===== src/rtl/uart_tx_arbiter_if.sv =====
// Byte handshake bundle between the two requesters, the arbiter and the UART TX.
// The arbiter sits on the slave modport; requesters and the UART model use master.
interface uart_tx_arbiter_if;
  logic       req0_valid;
  logic [7:0] req0_data;
  logic       req0_last;
  logic       req0_ready;
  logic       req1_valid;
  logic [7:0] req1_data;
  logic       req1_last;
  logic       req1_ready;
  logic       uart_send;
  logic [7:0] uart_tx_data;
  logic       uart_ready;

  modport slave (
    input  req0_valid, req0_data, req0_last,
    input  req1_valid, req1_data, req1_last,
    input  uart_ready,
    output req0_ready, req1_ready,
    output uart_send, uart_tx_data
  );

  modport master (
    output req0_valid, req0_data, req0_last,
    output req1_valid, req1_data, req1_last,
    output uart_ready,
    input  req0_ready, req1_ready,
    input  uart_send, uart_tx_data
  );
endinterface


===== src/rtl/uart_tx_arbiter.sv =====
// Round-robin, frame-locked arbiter for the UART TX byte port with a shadowed
// runtime config (baud/parity/stopbit) applied only between frames while the UART is idle.
//
//  state     | meaning
//  ----------+-----------------------------------------------------------
//  S_IDLE    | no owner; apply pending config first, else grant a requester
//  S_SEND    | owner holds the port; accept its next byte when the UART is ready
//  S_SETTLE  | uart_send pulse issued; uart_ready ignored for SETTLE_CYC cycles
//  S_WAITRDY | wait for the UART to finish the byte; end frame on latched last
//  S_APPLY   | copy the shadow config to the live outputs
module uart_tx_arbiter #(
  parameter logic [31:0] DEF_BAUD     = 32'd115200,
  parameter logic        DEF_PARITY   = 1'b0,
  parameter logic [1:0]  DEF_STOPBIT  = 2'b11,
  parameter int          SETTLE_CYC   = 2,
  parameter int          LOCK_TIMEOUT = 1200
) (
  input  logic               clk,
  input  logic               rst_n,
  uart_tx_arbiter_if.slave   bus,
  input  logic               cfg_wr,
  input  logic [31:0]        cfg_baud_in,
  input  logic               cfg_parity_in,
  input  logic [1:0]         cfg_stopbit_in,
  output logic [31:0]        baud,
  output logic               parity,
  output logic [1:0]         stopbit,
  output logic               cfg_pending,
  output logic [1:0]         grant,
  output logic               busy,
  output logic               lock_err
);

  typedef enum logic [2:0] {
    S_IDLE, S_SEND, S_SETTLE, S_WAITRDY, S_APPLY
  } state_t;

  localparam logic [7:0]  SETTLE_LAST = 8'(SETTLE_CYC - 1);
  localparam logic [15:0] TO_LAST     = 16'(LOCK_TIMEOUT - 1);

  state_t      state, state_nx;
  logic        last_served;      // 1: req1 was served last, so req0 wins a tie
  logic [7:0]  settle_cnt;
  logic [15:0] to_cnt;
  logic        last_q;
  logic        uart_send_q;
  logic [7:0]  tx_data_q;
  logic [31:0] shadow_baud;
  logic        shadow_parity;
  logic [1:0]  shadow_stopbit;

  logic        owner_valid;
  logic [7:0]  owner_data;
  logic        owner_last;
  logic        pick1;
  logic        accept;
  logic        timeout;
  logic        do_grant;
  logic        frame_done;
  logic        do_apply;

  assign owner_valid = grant[1] ? bus.req1_valid : bus.req0_valid;
  assign owner_data  = grant[1] ? bus.req1_data  : bus.req0_data;
  assign owner_last  = grant[1] ? bus.req1_last  : bus.req0_last;
  assign pick1       = bus.req1_valid & (~bus.req0_valid | ~last_served);
  assign accept      = (state == S_SEND) & owner_valid & bus.uart_ready;
  assign timeout     = (state == S_SEND) & ~owner_valid & (to_cnt == TO_LAST);

  assign bus.req0_ready   = (state == S_SEND) & grant[0] & bus.req0_valid & bus.uart_ready;
  assign bus.req1_ready   = (state == S_SEND) & grant[1] & bus.req1_valid & bus.uart_ready;
  assign bus.uart_send    = uart_send_q;
  assign bus.uart_tx_data = tx_data_q;

  always_ff @(posedge clk) begin
    if (!rst_n) state <= S_IDLE;
    else        state <= state_nx;
  end

  always_comb begin
    state_nx   = state;
    do_grant   = 1'b0;
    frame_done = 1'b0;
    do_apply   = 1'b0;
    case (state)
      S_IDLE: begin
        if (cfg_pending && bus.uart_ready) begin
          state_nx = S_APPLY;
        end else if (bus.req0_valid || bus.req1_valid) begin
          state_nx = S_SEND;
          do_grant = 1'b1;
        end
      end
      S_SEND: begin
        if (accept)       state_nx = S_SETTLE;
        else if (timeout) state_nx = S_IDLE;
      end
      S_SETTLE: begin
        if (settle_cnt == SETTLE_LAST) state_nx = S_WAITRDY;
      end
      S_WAITRDY: begin
        if (bus.uart_ready) begin
          if (last_q) begin
            state_nx   = S_IDLE;
            frame_done = 1'b1;
          end else begin
            state_nx = S_SEND;
          end
        end
      end
      S_APPLY: begin
        state_nx = S_IDLE;
        do_apply = 1'b1;
      end
      default: state_nx = S_IDLE;
    endcase
  end

  always_ff @(posedge clk) begin
    if (!rst_n) begin
      uart_send_q    <= 1'b0;
      tx_data_q      <= 8'h00;
      last_q         <= 1'b0;
      settle_cnt     <= 8'd0;
      to_cnt         <= 16'd0;
      lock_err       <= 1'b0;
      grant          <= 2'b00;
      busy           <= 1'b0;
      last_served    <= 1'b1;
      baud           <= DEF_BAUD;
      parity         <= DEF_PARITY;
      stopbit        <= DEF_STOPBIT;
      shadow_baud    <= DEF_BAUD;
      shadow_parity  <= DEF_PARITY;
      shadow_stopbit <= DEF_STOPBIT;
      cfg_pending    <= 1'b0;
    end else begin
      uart_send_q <= accept;
      if (accept) begin
        tx_data_q <= owner_data;
        last_q    <= owner_last;
      end
      lock_err   <= timeout;
      settle_cnt <= (state == S_SETTLE) ? settle_cnt + 8'd1 : 8'd0;

      // Idle time only accrues while the owner has nothing to offer.
      if ((state == S_SEND) && !accept) begin
        if (!owner_valid) to_cnt <= to_cnt + 16'd1;
      end else begin
        to_cnt <= 16'd0;
      end

      if (do_grant) begin
        grant <= pick1 ? 2'b10 : 2'b01;
        busy  <= 1'b1;
      end else if (frame_done || timeout) begin
        grant       <= 2'b00;
        busy        <= 1'b0;
        last_served <= grant[1];
      end

      if (do_apply) begin
        baud    <= shadow_baud;
        parity  <= shadow_parity;
        stopbit <= shadow_stopbit;
      end
      if (cfg_wr) begin
        shadow_baud    <= cfg_baud_in;
        shadow_parity  <= cfg_parity_in;
        shadow_stopbit <= cfg_stopbit_in;
      end
      if (cfg_wr)        cfg_pending <= 1'b1;
      else if (do_apply) cfg_pending <= 1'b0;
    end
  end

endmodule


===== src/flat_wrapper.sv =====
// flat-port wrapper written by rule: the top's interface ports become plain ports
module uart_tx_arbiter_flat 
#(
  parameter logic [31:0] DEF_BAUD     = 32'd115200,
  parameter logic        DEF_PARITY   = 1'b0,
  parameter logic [1:0]  DEF_STOPBIT  = 2'b11,
  parameter int          SETTLE_CYC   = 2,
  parameter int          LOCK_TIMEOUT = 1200
)
  (clk, rst_n, cfg_wr, cfg_baud_in, cfg_parity_in, cfg_stopbit_in, baud, parity, stopbit, cfg_pending, grant, busy, lock_err, bus_req0_valid, bus_req0_data, bus_req0_last, bus_req1_valid, bus_req1_data, bus_req1_last, bus_uart_ready, bus_req0_ready, bus_req1_ready, bus_uart_send, bus_uart_tx_data);
  uart_tx_arbiter_if bus_i ();
  input  logic clk;
  input  logic rst_n;
  input  logic cfg_wr;
  input  logic [31:0] cfg_baud_in;
  input  logic cfg_parity_in;
  input  logic [1:0] cfg_stopbit_in;
  output logic [31:0] baud;
  output logic parity;
  output logic [1:0] stopbit;
  output logic cfg_pending;
  output logic [1:0] grant;
  output logic busy;
  output logic lock_err;
  input wire logic [$bits(bus_i.req0_valid)-1:0] bus_req0_valid;
  input wire logic [$bits(bus_i.req0_data)-1:0] bus_req0_data;
  input wire logic [$bits(bus_i.req0_last)-1:0] bus_req0_last;
  input wire logic [$bits(bus_i.req1_valid)-1:0] bus_req1_valid;
  input wire logic [$bits(bus_i.req1_data)-1:0] bus_req1_data;
  input wire logic [$bits(bus_i.req1_last)-1:0] bus_req1_last;
  input wire logic [$bits(bus_i.uart_ready)-1:0] bus_uart_ready;
  output wire logic [$bits(bus_i.req0_ready)-1:0] bus_req0_ready;
  output wire logic [$bits(bus_i.req1_ready)-1:0] bus_req1_ready;
  output wire logic [$bits(bus_i.uart_send)-1:0] bus_uart_send;
  output wire logic [$bits(bus_i.uart_tx_data)-1:0] bus_uart_tx_data;
  assign bus_i.req0_valid = bus_req0_valid;
  assign bus_i.req0_data = bus_req0_data;
  assign bus_i.req0_last = bus_req0_last;
  assign bus_i.req1_valid = bus_req1_valid;
  assign bus_i.req1_data = bus_req1_data;
  assign bus_i.req1_last = bus_req1_last;
  assign bus_i.uart_ready = bus_uart_ready;
  assign bus_req0_ready = bus_i.req0_ready;
  assign bus_req1_ready = bus_i.req1_ready;
  assign bus_uart_send = bus_i.uart_send;
  assign bus_uart_tx_data = bus_i.uart_tx_data;
  uart_tx_arbiter #(.DEF_BAUD(DEF_BAUD), .DEF_PARITY(DEF_PARITY), .DEF_STOPBIT(DEF_STOPBIT), .SETTLE_CYC(SETTLE_CYC), .LOCK_TIMEOUT(LOCK_TIMEOUT)) u_core (.clk(clk), .rst_n(rst_n), .bus(bus_i), .cfg_wr(cfg_wr), .cfg_baud_in(cfg_baud_in), .cfg_parity_in(cfg_parity_in), .cfg_stopbit_in(cfg_stopbit_in), .baud(baud), .parity(parity), .stopbit(stopbit), .cfg_pending(cfg_pending), .grant(grant), .busy(busy), .lock_err(lock_err));
endmodule

===== config.mk =====
export PLATFORM = sky130hd
export DESIGN_NAME = uart_tx_arbiter_flat
export DESIGN_NICKNAME = d
export VERILOG_FILES = /design/src/rtl/uart_tx_arbiter_if.sv /design/src/rtl/uart_tx_arbiter.sv /design/src/flat_wrapper.sv
export SDC_FILE = /design/constraint.sdc
export NUM_CORES = 1
export LEC_CHECK = 0
export ABC_AREA = 1
export ABC_CLOCK_PERIOD_IN_PS = 1190
export CORE_ASPECT_RATIO = 0.7
export CORE_MARGIN = 2
export CORE_UTILIZATION = 30
export DETAILED_ROUTE_END_ITERATION = 12
export PLACE_DENSITY = 0.59
export SETUP_SLACK_MARGIN = 0.4
export SYNTH_ARGS = -nofsm -noshare
export SYNTH_HDL_FRONTEND = slang
export SYNTH_SLANG_ARGS = --single-unit

===== constraint.sdc =====
create_clock -name clk -period 1.19 [get_ports clk]
set_input_delay 0.238 -clock clk [delete_from_list [all_inputs] [get_ports clk]]
set_output_delay 0.238 -clock clk [all_outputs]
set_load 0.1 [all_outputs]

==> impl_metrics.prom <==
# TYPE chip_impl_metric gauge
chip_impl_metric{name="post-synth-top-area-fraction",unit=""} 0.499
chip_impl_metric{name="dp_area",unit="mm^2"} 0.00715
chip_impl_metric{name="insertedDiodeCount",unit=""} 0
chip_impl_info{name="holdCritPathClass",value="input port to flip-flop"} 1
chip_impl_metric{name="synth-async-reset-ratio",unit=""} 0
chip_impl_metric{name="grt_max_degree",unit=""} 51
chip_impl_info{name="ys_top_cells_by_area",value="sky130_fd_sc_hd__dfxtp_1 (50%), sky130_fd_sc_hd__nor2_1 (13%), sky130_fd_sc_hd__nand2_1 (8.7%)"} 1
chip_impl_metric{name="place.detailed.instances",unit=""} 939
chip_impl_metric{name="share_of_layout_cells_above_drive_strength_1",unit=""} 0.485
chip_impl_info{name="critical-path-top-delay-family",value="buffers and inverters"} 1
chip_impl_metric{name="drt.antenna.violating_nets",unit=""} 0
chip_impl_metric{name="boundaryPins",unit=""} 110
chip_impl_metric{name="p_comb_frac",unit=""} 0.335
chip_impl_metric{name="synth.lib_cells_used.distinct",unit=""} 38
chip_impl_metric{name="number_of_max_capacitance_violations_reported",unit=""} 0
chip_impl_metric{name="antenna_found_initial",unit=""} 0
chip_impl_metric{name="final_critical_path_setup_slack",unit="ns"} -0.390
chip_impl_metric{name="coreArea",unit="mm^2"} 0.0147
chip_impl_metric{name="min_period_over_period",unit=""} 1.33
chip_impl_info{name="setup.worst_path.class",value="input port to primary output"} 1
chip_impl_metric{name="worstMarginPinSlew",unit="ns"} 0.398
chip_impl_metric{name="totalPowerFinal",unit="mW"} 14.3
chip_impl_metric{name="final_setup_skew",unit="ns"} 0.0108
chip_impl_metric{name="cp_slowest_stage_delay",unit="ns"} 0.58
chip_impl_metric{name="drcViolationCount",unit=""} 0
chip_impl_metric{name="die_w",unit="um"} 151
chip_impl_metric{name="synth.yosys.warnings",unit=""} 0
chip_impl_metric{name="grt_usage",unit=""} 0.192
chip_impl_metric{name="h_tree_level_count",unit=""} 4
chip_impl_metric{name="share_of_total_power_in_sequential_cells",unit=""} 0.309
chip_impl_metric{name="buffer_ports.inserted",unit=""} 109
chip_impl_metric{name="reported_net_switching_power",unit="mW"} 4.82
chip_impl_info{name="setup.worst_path.end_class",value="primary output"} 1
chip_impl_metric{name="cts-buffers-inserted",unit=""} 17
chip_impl_metric{name="final-setup-viol-count",unit=""} 86
chip_impl_metric{name="syn2layout_area_growth",unit="%"} 101
chip_impl_metric{name="post_synth_inst_count",unit=""} 605
chip_impl_metric{name="vdd_ir_drop_max",unit="V"} 0.00101
chip_impl_metric{name="finalHoldViolCount",unit=""} 0
chip_impl_metric{name="switching_fraction_of_total_power",unit=""} 0.336
chip_impl_info{name="cp_startpoint_kind",value="input port"} 1
chip_impl_metric{name="max-clock-path-buffers",unit=""} 2
chip_impl_metric{name="final_net_count",unit=""} 886
chip_impl_metric{name="power_per_cell_area",unit="mW/mm^2"} 1570
chip_impl_metric{name="cts_hold_repair.buffers",unit=""} 0
chip_impl_metric{name="worst_ep_required_time",unit="ns"} 0.95
chip_impl_info{name="post_synth_most_frequent_cells",value="sky130_fd_sc_hd__nor2_1 (155), sky130_fd_sc_hd__dfxtp_1 (113), sky130_fd_sc_hd__nand2_1 (105), sky130_fd_sc_hd__o21ai_0 (68), sky130_fd_sc_hd__inv_1 (30)"} 1
chip_impl_metric{name="relSlewSlack",unit=""} 0.734
chip_impl_metric{name="die_area",unit="mm^2"} 0.0161
chip_impl_metric{name="floorplan.die.height",unit="um"} 107
chip_impl_metric{name="drt-pass1-iter-count",unit=""} 4
chip_impl_metric{name="crit_arrival",unit="ns"} 1.34
chip_impl_metric{name="worst_skew_pair.late_latency",unit="ns"} 0.42
chip_impl_info{name="root_buffer",value="sky130_fd_sc_hd__clkbuf_16"} 1
chip_impl_metric{name="clock_power_share",unit=""} 0.356
chip_impl_metric{name="sequential_share_of_the_synthesized_area",unit=""} 0.499
chip_impl_info{name="tritoncts",value="done"} 1
chip_impl_metric{name="max_slew_violation_count",unit=""} 0
chip_impl_metric{name="numClockSinks",unit=""} 113
chip_impl_metric{name="drt_first_iter_violations",unit=""} 239
chip_impl_metric{name="grt-ovfl-total",unit=""} 0
chip_impl_metric{name="fillers",unit=""} 1141
chip_impl_metric{name="synth-edff-count",unit=""} 0
chip_impl_info{name="failing_checks",value="negative setup slack"} 1
chip_impl_metric{name="grt_pass1_wl",unit="um"} 24200
chip_impl_metric{name="final_area",unit="mm^2"} 0.00910
chip_impl_metric{name="post_synth.cell_area_avg",unit="um^2"} 7.49
chip_impl_metric{name="post_drt_via_cell_ratio",unit=""} 4.75
chip_impl_metric{name="gp_congestion",unit=""} 0.836
chip_impl_info{name="largest_area_contributor_in_the_netlist",value="sky130_fd_sc_hd__dfxtp_1"} 1
chip_impl_metric{name="synth.ff_latch_count",unit=""} 113
chip_impl_info{name="postSynth.topFlopCell",value="sky130_fd_sc_hd__dfxtp_1"} 1
chip_impl_metric{name="finalWorstPathRequiredPeriod",unit="ns"} 1.58
chip_impl_metric{name="layoutNonFillerInstCount",unit=""} 1032
chip_impl_metric{name="synth_nets",unit=""} 667
chip_impl_metric{name="path_clk_slew",unit="ns"} 0.05
chip_impl_metric{name="synthesis.area",unit="mm^2"} 0.00453
chip_impl_info{name="synthMostInstantiatedCell",value="sky130_fd_sc_hd__nor2_1"} 1
chip_impl_metric{name="p_leak",unit="nW"} 3.73
chip_impl_metric{name="drt-total-wl",unit="um"} 15800
chip_impl_metric{name="std_cell_rows",unit=""} 37
chip_impl_metric{name="grt_pass1_vias",unit=""} 4841
chip_impl_metric{name="p_int",unit="mW"} 9.51
chip_impl_info{name="path_cells",value="clkdlybuf4s50_1 > nand4_4 > nor2_4 > buf_12"} 1
chip_impl_metric{name="via_count",unit=""} 4902
chip_impl_metric{name="route.detailed.wl_per_inst",unit="um"} 15.3
chip_impl_info{name="outcome",value="finished, violations left"} 1
chip_impl_metric{name="initial_core_util",unit=""} 0.308
chip_impl_metric{name="post-dp-hpwl",unit="um"} 9080
chip_impl_metric{name="crit_buf_inv",unit=""} 2
chip_impl_info{name="crit_path_top_delay_cell",value="sky130_fd_sc_hd__clkdlybuf4s50_1"} 1
chip_impl_metric{name="worst-path-max-fanout",unit=""} 3
chip_impl_info{name="rsz0062_at_grt",value="true"} 1
chip_impl_metric{name="max_freq",unit="MHz"} 633
[flip-flops by register name, summed over array words and instances, names as in the netlist, 2 cells and up]
name / flops
u_core.bus.uart_tx_data: 8
u_core.shadow_baud: 32
u_core.stopbit: 2
u_core.baud: 32
u_core.to_cnt: 16
u_core.settle_cnt: 8
u_core.shadow_stopbit: 2
u_core.grant: 2
u_core.state: 3
[power by group through the flow]
stage	clock network (mW)	logic [mW]	registers, mW
after CTS	5.19	4.25	4.42
final	5.10	4.79	4.43
after global placement	0	3.57	4.50
after floorplan	0	1.12	5.57
after global routing	5.36	5.04	4.46
after detailed placement	0	3.59	4.51
[layout make-up]
class	count	area [um^2]	share of cell area
timing repair buffer	221	2840	0.312
multi-input combinational	435	2740	0.301
sequential	113	2470	0.272
clock buffer	22	487	0.0535
tap	195	244	0.0268
inverter	35	193	0.0212
clock inverter	10	106	0.0117
timing repair inverter	1	16.3	0.00179
[logic make-up after synthesis]
group | count (synthesis) | share of synthesized area
buf+inv | 60 | 0.0546
fa+ha+maj | 3 | 0.00828
xor+xnor | 5 | 0.00966
simple gates | 322 | 0.310
compound gates | 102 | 0.118
flops | 113 | 0.499
[worst reg2reg max path, delay by kind of cell (launching register included)]
| family | cells | cell delay [ns] |
|---|---|---|
| AND/OR/NAND/NOR | 4 | 0.37 |
| buffers and inverters | 6 | 0.73 |
| flip-flops | 1 | 0.35 |
[routing by layer]
metal  global-route usage  part of all wire  routed length, um  vias to the layer above
met3               0.0685             0.072               1130                       21
met4               0.0601             0.014                222                        0
met2                0.307              0.48               7570                      136
met1                0.243              0.44               6890                     2322
li1                     -                 -                  -                     2423
met5                    0                 0                  0                        -
[what timing repair did]
action,CTS,global route
gates cloned,9,1
buffers inserted,20,31
endpoints found under the setup margin,164,129
resized for setup,90,114
pin swaps,36,38
[through the flow]
| step | setup WS [ns] | hold WS [ns] | setup TNS, ns | utilization |
|---|---|---|---|---|
| after floorplan | -0.252 | 0.364 | -6.57 | - |
| after global placement | -0.491 | 0.437 | -20.50 | 0.486 |
| after detailed placement | -0.537 | 0.449 | -22.47 | 0.486 |
| after CTS | -0.364 | 0.301 | -13.80 | 0.571 |
| after global routing | -0.428 | 0.334 | -22.66 | 0.618 |
| final | -0.390 | 0.332 | -18.05 | 0.618 |
[placed cells by master (no fill, tap or decap), drive strengths merged]
cell type,count
a31o,1
dfxtp,113
nand3b,2
clkbuf,23
or2,2
a21boi,1
nor3b,2
a21oi,19
bufinv,2
inv,32
xnor2,4
nand2,110
xor2,1
nand4,7
a31oi,9
o21ai,72
nor2,162
ha,3
nor3,10
dlygate4sd2,2
buf,163
nand3,28
nor4,2
clkdlybuf4s50,55
clkinvlp,2
clkinv,10
[final timing paths]
kind	from	endpoint	slack [ns]	cells past startpoint
setup reg to reg	u_core.state[1]	u_core.baud[18]	-0.33	10
hold reg to reg	u_core.shadow_stopbit[0]	u_core.stopbit[0]	0.45	2
hold / removal	rst_n	u_core.baud[22]	0.33	4
setup / recovery	bus_uart_ready	bus_req0_ready	-0.39	4
(Power assumes the default switching activity.)
